`src/rtl/uart_tx_arb.sv`:
```
// ---------------------------------------------------------------------------
// uart_tx_arb
//   Two-requester arbiter in front of a byte-wide UART transmitter. Unlocked
//   traffic is served round-robin; a requester may hold ownership across
//   several bytes with its lock input, bounded by LOCK_MAX consecutive bytes.
//
// Ports
//   clk, resetq                 clock, synchronous active-low reset
//   reqN_valid/data/lock        requester N byte offer and lock request
//   reqN_ready                  byte accepted from requester N this cycle
//   uart_wr, uart_dat           one-cycle write strobe and byte to the UART
//   uart_busy                   UART busy, rises the cycle after uart_wr
//   grant                       one-hot current owner, 2'b00 when none
// ---------------------------------------------------------------------------
module uart_tx_arb #(
   parameter int LOCK_MAX = 16
) (
   input  logic       clk,
   input  logic       resetq,
   input  logic       req0_valid,
   input  logic [7:0] req0_data,
   input  logic       req0_lock,
   output logic       req0_ready,
   input  logic       req1_valid,
   input  logic [7:0] req1_data,
   input  logic       req1_lock,
   output logic       req1_ready,
   output logic       uart_wr,
   output logic [7:0] uart_dat,
   input  logic       uart_busy,
   output logic [1:0] grant
);

   typedef enum logic [1:0] {
      S_IDLE   = 2'd0,
      S_ISSUE  = 2'd1,
      S_SETTLE = 2'd2,
      S_WAIT   = 2'd3
   } state_t;

   localparam logic [7:0] LMAX = 8'(LOCK_MAX);

   state_t     r_state;
   state_t     w_state_nxt;
   logic [7:0] r_dat;
   logic [1:0] r_grant;
   logic       r_ptr;       // last-served requester
   logic       r_lock;      // ownership is being held across bytes
   logic [7:0] r_lock_cnt;

   logic       w_owner;
   logic       w_owner_lock;
   logic       w_hold;
   logic       w_open;
   logic       w_cand;
   logic       w_sel;
   logic       w_acc;
   logic       w_lock_in;
   logic [7:0] w_dat_in;
   logic [7:0] w_cnt_nxt;

   // ---------------------------------------------------------------------
   // Selection: a held lock restricts the choice to the owner; the owner
   // dropping its lock releases it immediately so round-robin applies in
   // the same cycle.
   // ---------------------------------------------------------------------
   always_comb begin
      w_owner      = r_grant[1];
      w_owner_lock = w_owner ? req1_lock : req0_lock;
      w_hold       = r_lock & w_owner_lock;
      // resetq gates acceptance so nothing is taken while reset is held
      w_open       = (r_state == S_IDLE) & ~uart_busy & resetq;
      if (w_hold) begin
         w_sel  = w_owner;
         w_cand = w_owner ? req1_valid : req0_valid;
      end else if (req0_valid & req1_valid) begin
         w_sel  = ~r_ptr;
         w_cand = 1'b1;
      end else begin
         w_sel  = req1_valid;
         w_cand = req0_valid | req1_valid;
      end
      w_acc     = w_open & w_cand;
      w_lock_in = w_sel ? req1_lock : req0_lock;
      w_dat_in  = w_sel ? req1_data : req0_data;
      // continuing ownership counts up and saturates; a fresh one starts at 1
      if (!w_hold)
         w_cnt_nxt = 8'd1;
      else if (r_lock_cnt >= LMAX)
         w_cnt_nxt = LMAX;
      else
         w_cnt_nxt = r_lock_cnt + 8'd1;
   end

   // ---------------------------------------------------------------------
   // FSM: state register
   // ---------------------------------------------------------------------
   always_ff @(posedge clk) begin
      if (!resetq)
         r_state <= S_IDLE;
      else
         r_state <= w_state_nxt;
   end

   // ---------------------------------------------------------------------
   // FSM: next state. SETTLE covers the cycle before uart_busy is valid.
   // ---------------------------------------------------------------------
   always_comb begin
      w_state_nxt = r_state;
      case (r_state)
         S_IDLE:   if (w_acc) w_state_nxt = S_ISSUE;
         S_ISSUE:  w_state_nxt = S_SETTLE;
         S_SETTLE: w_state_nxt = S_WAIT;
         S_WAIT:   if (!uart_busy) w_state_nxt = S_IDLE;
         default:  w_state_nxt = S_IDLE;
      endcase
   end

   // ---------------------------------------------------------------------
   // FSM: outputs
   // ---------------------------------------------------------------------
   always_comb begin
      req0_ready = w_acc & ~w_sel;
      req1_ready = w_acc &  w_sel;
      uart_wr    = (r_state == S_ISSUE);
      uart_dat   = r_dat;
      grant      = r_grant;
   end

   // ---------------------------------------------------------------------
   // Ownership, pointer, lock counter and data register
   // ---------------------------------------------------------------------
   always_ff @(posedge clk) begin
      if (!resetq) begin
         r_dat      <= 8'h00;
         r_grant    <= 2'b00;
         r_ptr      <= 1'b1;   // pointer at 1 so requester 0 wins a tie
         r_lock     <= 1'b0;
         r_lock_cnt <= 8'd0;
      end else begin
         if (r_state == S_IDLE) begin
            if (w_acc) begin
               r_dat      <= w_dat_in;
               r_grant    <= w_sel ? 2'b10 : 2'b01;
               r_ptr      <= w_sel;
               r_lock_cnt <= w_cnt_nxt;
               // reaching LOCK_MAX forces release at the end of this byte
               r_lock     <= w_lock_in & (w_cnt_nxt < LMAX);
            end else if (r_lock & ~w_owner_lock) begin
               r_grant    <= 2'b00;
               r_lock     <= 1'b0;
               r_lock_cnt <= 8'd0;
            end
         end
         if ((r_state == S_WAIT) && !uart_busy && !r_lock) begin
            r_grant    <= 2'b00;
            r_lock_cnt <= 8'd0;
         end
      end
   end

endmodule

```
`config.mk`:
```
export PLATFORM = sky130hd
export DESIGN_NAME = uart_tx_arb
export DESIGN_NICKNAME = d
export VERILOG_FILES = /design/src/rtl/uart_tx_arb.sv
export SDC_FILE = /design/constraint.sdc
export NUM_CORES = 1
export LEC_CHECK = 0
export CELL_PAD_IN_SITES_DETAIL_PLACEMENT = 2
export CELL_PAD_IN_SITES_GLOBAL_PLACEMENT = 2
export CORE_ASPECT_RATIO = 2
export CORE_MARGIN = 3
export CORE_UTILIZATION = 24
export DETAILED_ROUTE_END_ITERATION = 10
export GPL_TIMING_DRIVEN = 0
export PLACE_DENSITY = 0.84
export SLEW_MARGIN = 30
export SYNTH_ARGS = -nofsm -noshare
export SYNTH_HDL_FRONTEND = slang
export SYNTH_SLANG_ARGS = --single-unit
```
`constraint.sdc`:
```
create_clock -name clk -period 1.8 [get_ports clk]
set_input_delay 0.36 -clock clk [delete_from_list [all_inputs] [get_ports clk]]
set_output_delay 0.36 -clock clk [all_outputs]
set_load 0.02 [all_outputs]
```
# After elaboration in Yosys (flattened, before gate mapping)
# Index checks and enable logic that the tools add are counted.
# classes
n_reduce_logical,10
multipliers,0
eq_ne,5
order_cmp,2
div,0
bitwise,15
add_sub_neg,1
shift,0
muxes,20
# op_table
op,n
$mux W8,5
$mux W2,5
$and A1 B1 Y1,9
$mux W1,9
$add A8 B1 Y8 const B,1
$ge A8 B5 Y1 const B,1
$lt A8 B5 Y1 const B,1
$pmux W2 S4,1
$reduce_and A2 Y1,3
$not A1 Y1,5
$eq A2 B2 Y1 const B,2
$ne A2 B2 Y1 const B,2
$eq A2 B1 Y1 const B,1
$logic_and A1 B1 Y1,2
$logic_not A1 Y1,2
$logic_not A2 Y1,1
$reduce_bool A2 Y1,1
$reduce_or A2 Y1,1
$or A1 B1 Y1,1
# totals
input_bits,23
mem_bits_ro,0
regBits,22
mem_count,0
output_inout_bits,13
wordCells,59
mem_bits_rw,0
latchBits,0

# Depth between registers and ports, before layout
# logic_depth
depth_word,6
depth_mapped,8
depth_no_buf,7

# Worst setup path before layout
# No wires, ideal clock.
# synth_timing
path_type,flip-flop to flip-flop
start,reg r_state[0]
end,reg r_lock_cnt[2]
setup_time_ns,0.058
setup_slack_ns,0.085
arrival_time_ns,1.657
period_less_slack_ns,1.715
path_stages_with_launch,8
required_ns,1.742
path_cell_list,dfxtp_1 > inv_1 > ha_1 > and3b_2 > o21ai_2 > or4_4 > nor3b_1 > a211o_1
# synth_via
elab_chain_len,6
elab_cells_between_ends,11
# synth_lines
item,line,text
"start, declared",43,state_t r_state;
"start signal, assigned",102,r_state <= w_state_nxt;
$logic_not A2 Y1,"72, 141",
$and A1 B1 Y1 (2 in series),72,w_open = (r_state == S_IDLE) & ~uart_busy & resetq;
$and A1 B1 Y1,83,w_acc = w_open & w_cand;
$reduce_bool A2 Y1 (no source line),-,
$reduce_and A2 Y1 (no source line),-,
"end signal, assigned",146,r_lock_cnt <= w_cnt_nxt;
"end, declared",49,logic [7:0] r_lock_cnt;
# Parallel ways exist; a longest one is shown, timed or not.
# A chain may end at the register's enable or synchronous reset.

# Final worst setup path
# layout_timing
start,reg r_state[1]
end,out req0_ready
# layout_via
elab_chain_len,5
# layout_lines
item,line,text
$logic_not A2 Y1,72,
$and A1 B1 Y1 (2 in series),72,
$and A1 B1 Y1,83,
$and A1 B1 Y1,123,req0_ready = w_acc & ~w_sel;
"end, declared",23,"output logic req0_ready,"
# No other way between the ends.

==> results.md <==
* Mapped cell area at 1120 µm²
* CP Cell Sequence: inv_4, ha_4, and3b_2, nand3_2, a31oi_4, buf_6
* Startpoint class of the critical path: register
* Critical path peak fanout at 3
* Routed vias/inst at 5.27
* Ys async rst share at 0
* Peak supply drop at ~490 µV
* Worst reg-to-reg path cell count at 8
* Die Footprint at between 5000 and 6000 µm²
* # IOs at 36
* Wire length of the first global-routing pass at 7290 µm
* Layout cells sized above 1 at 0.270
* Register bit total from synthesis at 22
* Hold Path Sink: grant[0]
* Maximum number of pins on one net before global-route repair at 14
* Adder-cell share of the synthesized area at 0.0670
* Sw power at 0.605 mW
* Number of max-cap violations at 0
* Synth Area in XOR/XNOR at 0.00781
* Slowest-stage cell, CP: dfxtp_2
* Place WS at -0.910 ns
* Syn Area/Cell at 9.11 µm²
* Routed Wire Length at 4640 µm
* Drt first pass iters at 4
* Residual DRC count at 0
* Pwr/cell area at between 1000 and 1500 nW/µm²
* Min-delay src: grant[0]
* Leakage at about 0.75 nW
* Net Sw Frac at 0.334
* Flop2flop setup slack at -0.02 ns
* Crit. End Element: output pin
* Setup ws final at -0.0908 ns
* Failing checks: setup timing
* Routed Antenna Nets at 0
* Pint at approximately 1.2 mW
* Number of port buffers at 35
* Final setup fails at 3
* Max Buffers Root-to-Sink at 2
* DRT iter0 DRCs at 15
* Clock share of power at 0.266
* Sequential share of the synthesized area at 0.393
* Hold Vio Cnt, Final at 0
* Critical path required time at around 1.4 ns
* Num rows at 34
* Clk sink count at 22
* Seq pwr share at 0.332
* Synth cell types at 39
* HPWL after detailed placement at 3240 µm
* Fmax achieved at 529 MHz
* Overall die height at between 100 and 150 µm
* Worst Max-Slew Pin Slew at around 0.38 ns
* Syn nets at between 150 and 200
* Vias at 1201
* Largest delay contributor family on the critical path: flip-flops
* GRT Util Overall at 0.180
* Mux contribution to synthesized area at 0.0714
* Synth top area share at 0.393
* Synth warnings at 0
* Root Buffer: clkbuf_8
* Initial antenna violation count at 0
* Clk pin slew, worst setup/hold paths at approximately 0.090 ns
* Reg2reg start: r_state[1]
* Grt ovf at 0
* Logic pwr share at 0.402
* Slew HR at 0.746
* N_diodes at 0
* Synth top area cells: dfxtp_1 39%, mux2i_1 7.1%, ha_1 6.7%
* Hold Crit Class: reg -> reg
* Worst Clk Skew at 0.00365 ns
* Ys flop type: dfxtp_1
* CTS Buf Count at 3
* WP buf/inv at 2
* Initial Util at 0.253
* Hold depth at 1
* Final min period at 1.89 ns
* Number of global-route vias before repair at 1431
* Outcome: finished, violations left
* Capturing point of the worst reg2reg path: r_lock_cnt[2]
* Core area at 4420 µm²
* CP max stage delay at between 0.3 and 0.4 ns
* Clk_lat worst skew at 0.27 ns
* Synth Area in Compound Gates at 0.232
* Cell count after synthesis at 123
* Clock H-tree levels at 1
* Hold Buf Count CTS at 0
* Filler cells at 493
* List of most frequent post-synthesis cells: 22 x dfxtp_1, 12 x a21oi_1, 11 x o21ai_0
* Largest family of logic cells by synthesized area: compound AO/OA/AOI/OAI gates
* Global placement routability congestion at 0.753
* CTS tree: built
* Max Transition Viols Final at 0
* RSZ-0062 raised after global routing: yes
* Most common cell in the synthesized netlist: dfxtp_1
* WL per Instance at between 20 and 25 µm
* Period utilization at 1.05
* Synth Area in Simple Gates at 0.184
* CP Class: reg -> out
* Final #Nets at just over 200
* Synth area leader: dfxtp_1
* Die Wd at 54.3 µm
* Worst hold margin at 0.499 ns
* Area grow syn2layout at 59.7%
* EDFF count, synth at 0
* Worst path arrival time at around 1.5 ns
stage by stage:
step                      utilization  cells  cell area [µm²]  setup TNS [ns]  power (mW)
after detailed placement        0.348    212             1540          -12.25        1.14
after global routing            0.405    228             1790          -0.589        1.90
after CTS                       0.393    225             1740          -0.136        1.73
after global placement          0.348    212             1540          -11.16        1.10
final                           0.405    228             1790          -0.164        1.81
after floorplan                     -    123             1120               0       0.884
cell families (layout without fill, tap and decap cells):
kind of cell,count (synthesis),after routing
flip-flops,22,22
AND/OR/NAND/NOR,33,33
buffers and inverters,12,63
XOR/XNOR,1,1
AO/OA/AOI/OAI,41,41
multiplexers,8,8
adder cells (fa/ha/maj),6,6
cells in the final DEF, fill, tap and decap left out, types with 2 or more instances in the layout:
master / count
nand3_1: 7
clkdlybuf4s50_1: 26
clkbuf_4: 2
nand2_1: 5
mux2i_1: 8
nand4_1: 3
clkbuf_8: 3
buf_4: 14
and2_1: 3
nor3b_2: 2
inv_1: 4
dlygate4sd2_1: 6
o21ai_0: 11
a21oi_1: 11
inv_2: 2
dfxtp_2: 6
dfxtp_1: 16
buf_6: 2
nand2b_1: 2
a21o_1: 3
a22o_1: 2
ha_1: 5
cell type report:
type	count	area, µm²	share of cell area
clock buffer	3	41.3	0.0231
sequential	22	448	0.250
multi-input combinational	89	704	0.393
buffer	4	27.5	0.0154
clock inverter	1	30.0	0.0168
timing repair buffer	48	443	0.247
inverter	7	28.8	0.0161
tap	54	67.6	0.0377
per-layer routing:
layer	vias to the layer above	track usage	routed length, µm
li1	552	-	-
met1	589	0.159	1560
met2	48	0.363	2730
met3	12	0.0333	212
met4	0	0.0710	143
met5	-	0	0
worst max path at each step:
stage,from,end,depth (start not counted)
after floorplan,r_state[0],r_lock_cnt[2],7
after global placement,resetq,req0_ready,5
after detailed placement,resetq,req0_ready,5
after CTS,r_state[1],req0_ready,6
after global routing,r_state[0],req0_ready,6
final,r_state[1],req0_ready,6
timing repair:
item	4_1_cts	5_1_grt
gates resized for setup	35	14
pin swaps	4	2
setup buffers	10	4
endpoints found under the hold margin	0	0
endpoints found under the setup margin	25	21
power groups by stage:
stage / registers, mW / clock network, mW / logic (mW)
2_1_floorplan: 0.629 / 0 / 0.255
3_5_place_dp: 0.604 / 0 / 0.534
3_3_place_gp: 0.596 / 0 / 0.501
4_1_cts: 0.597 / 0.488 / 0.647
5_1_grt: 0.607 / 0.506 / 0.785
6_report: 0.601 / 0.481 / 0.728
registers in the layout (all words and copies together), names as in the netlist:
signal and cells:
grant 2, r_ptr 1, uart_dat 8, r_lock 1
r_lock_cnt 8, r_state 2
(Power assumes the default switching activity.)
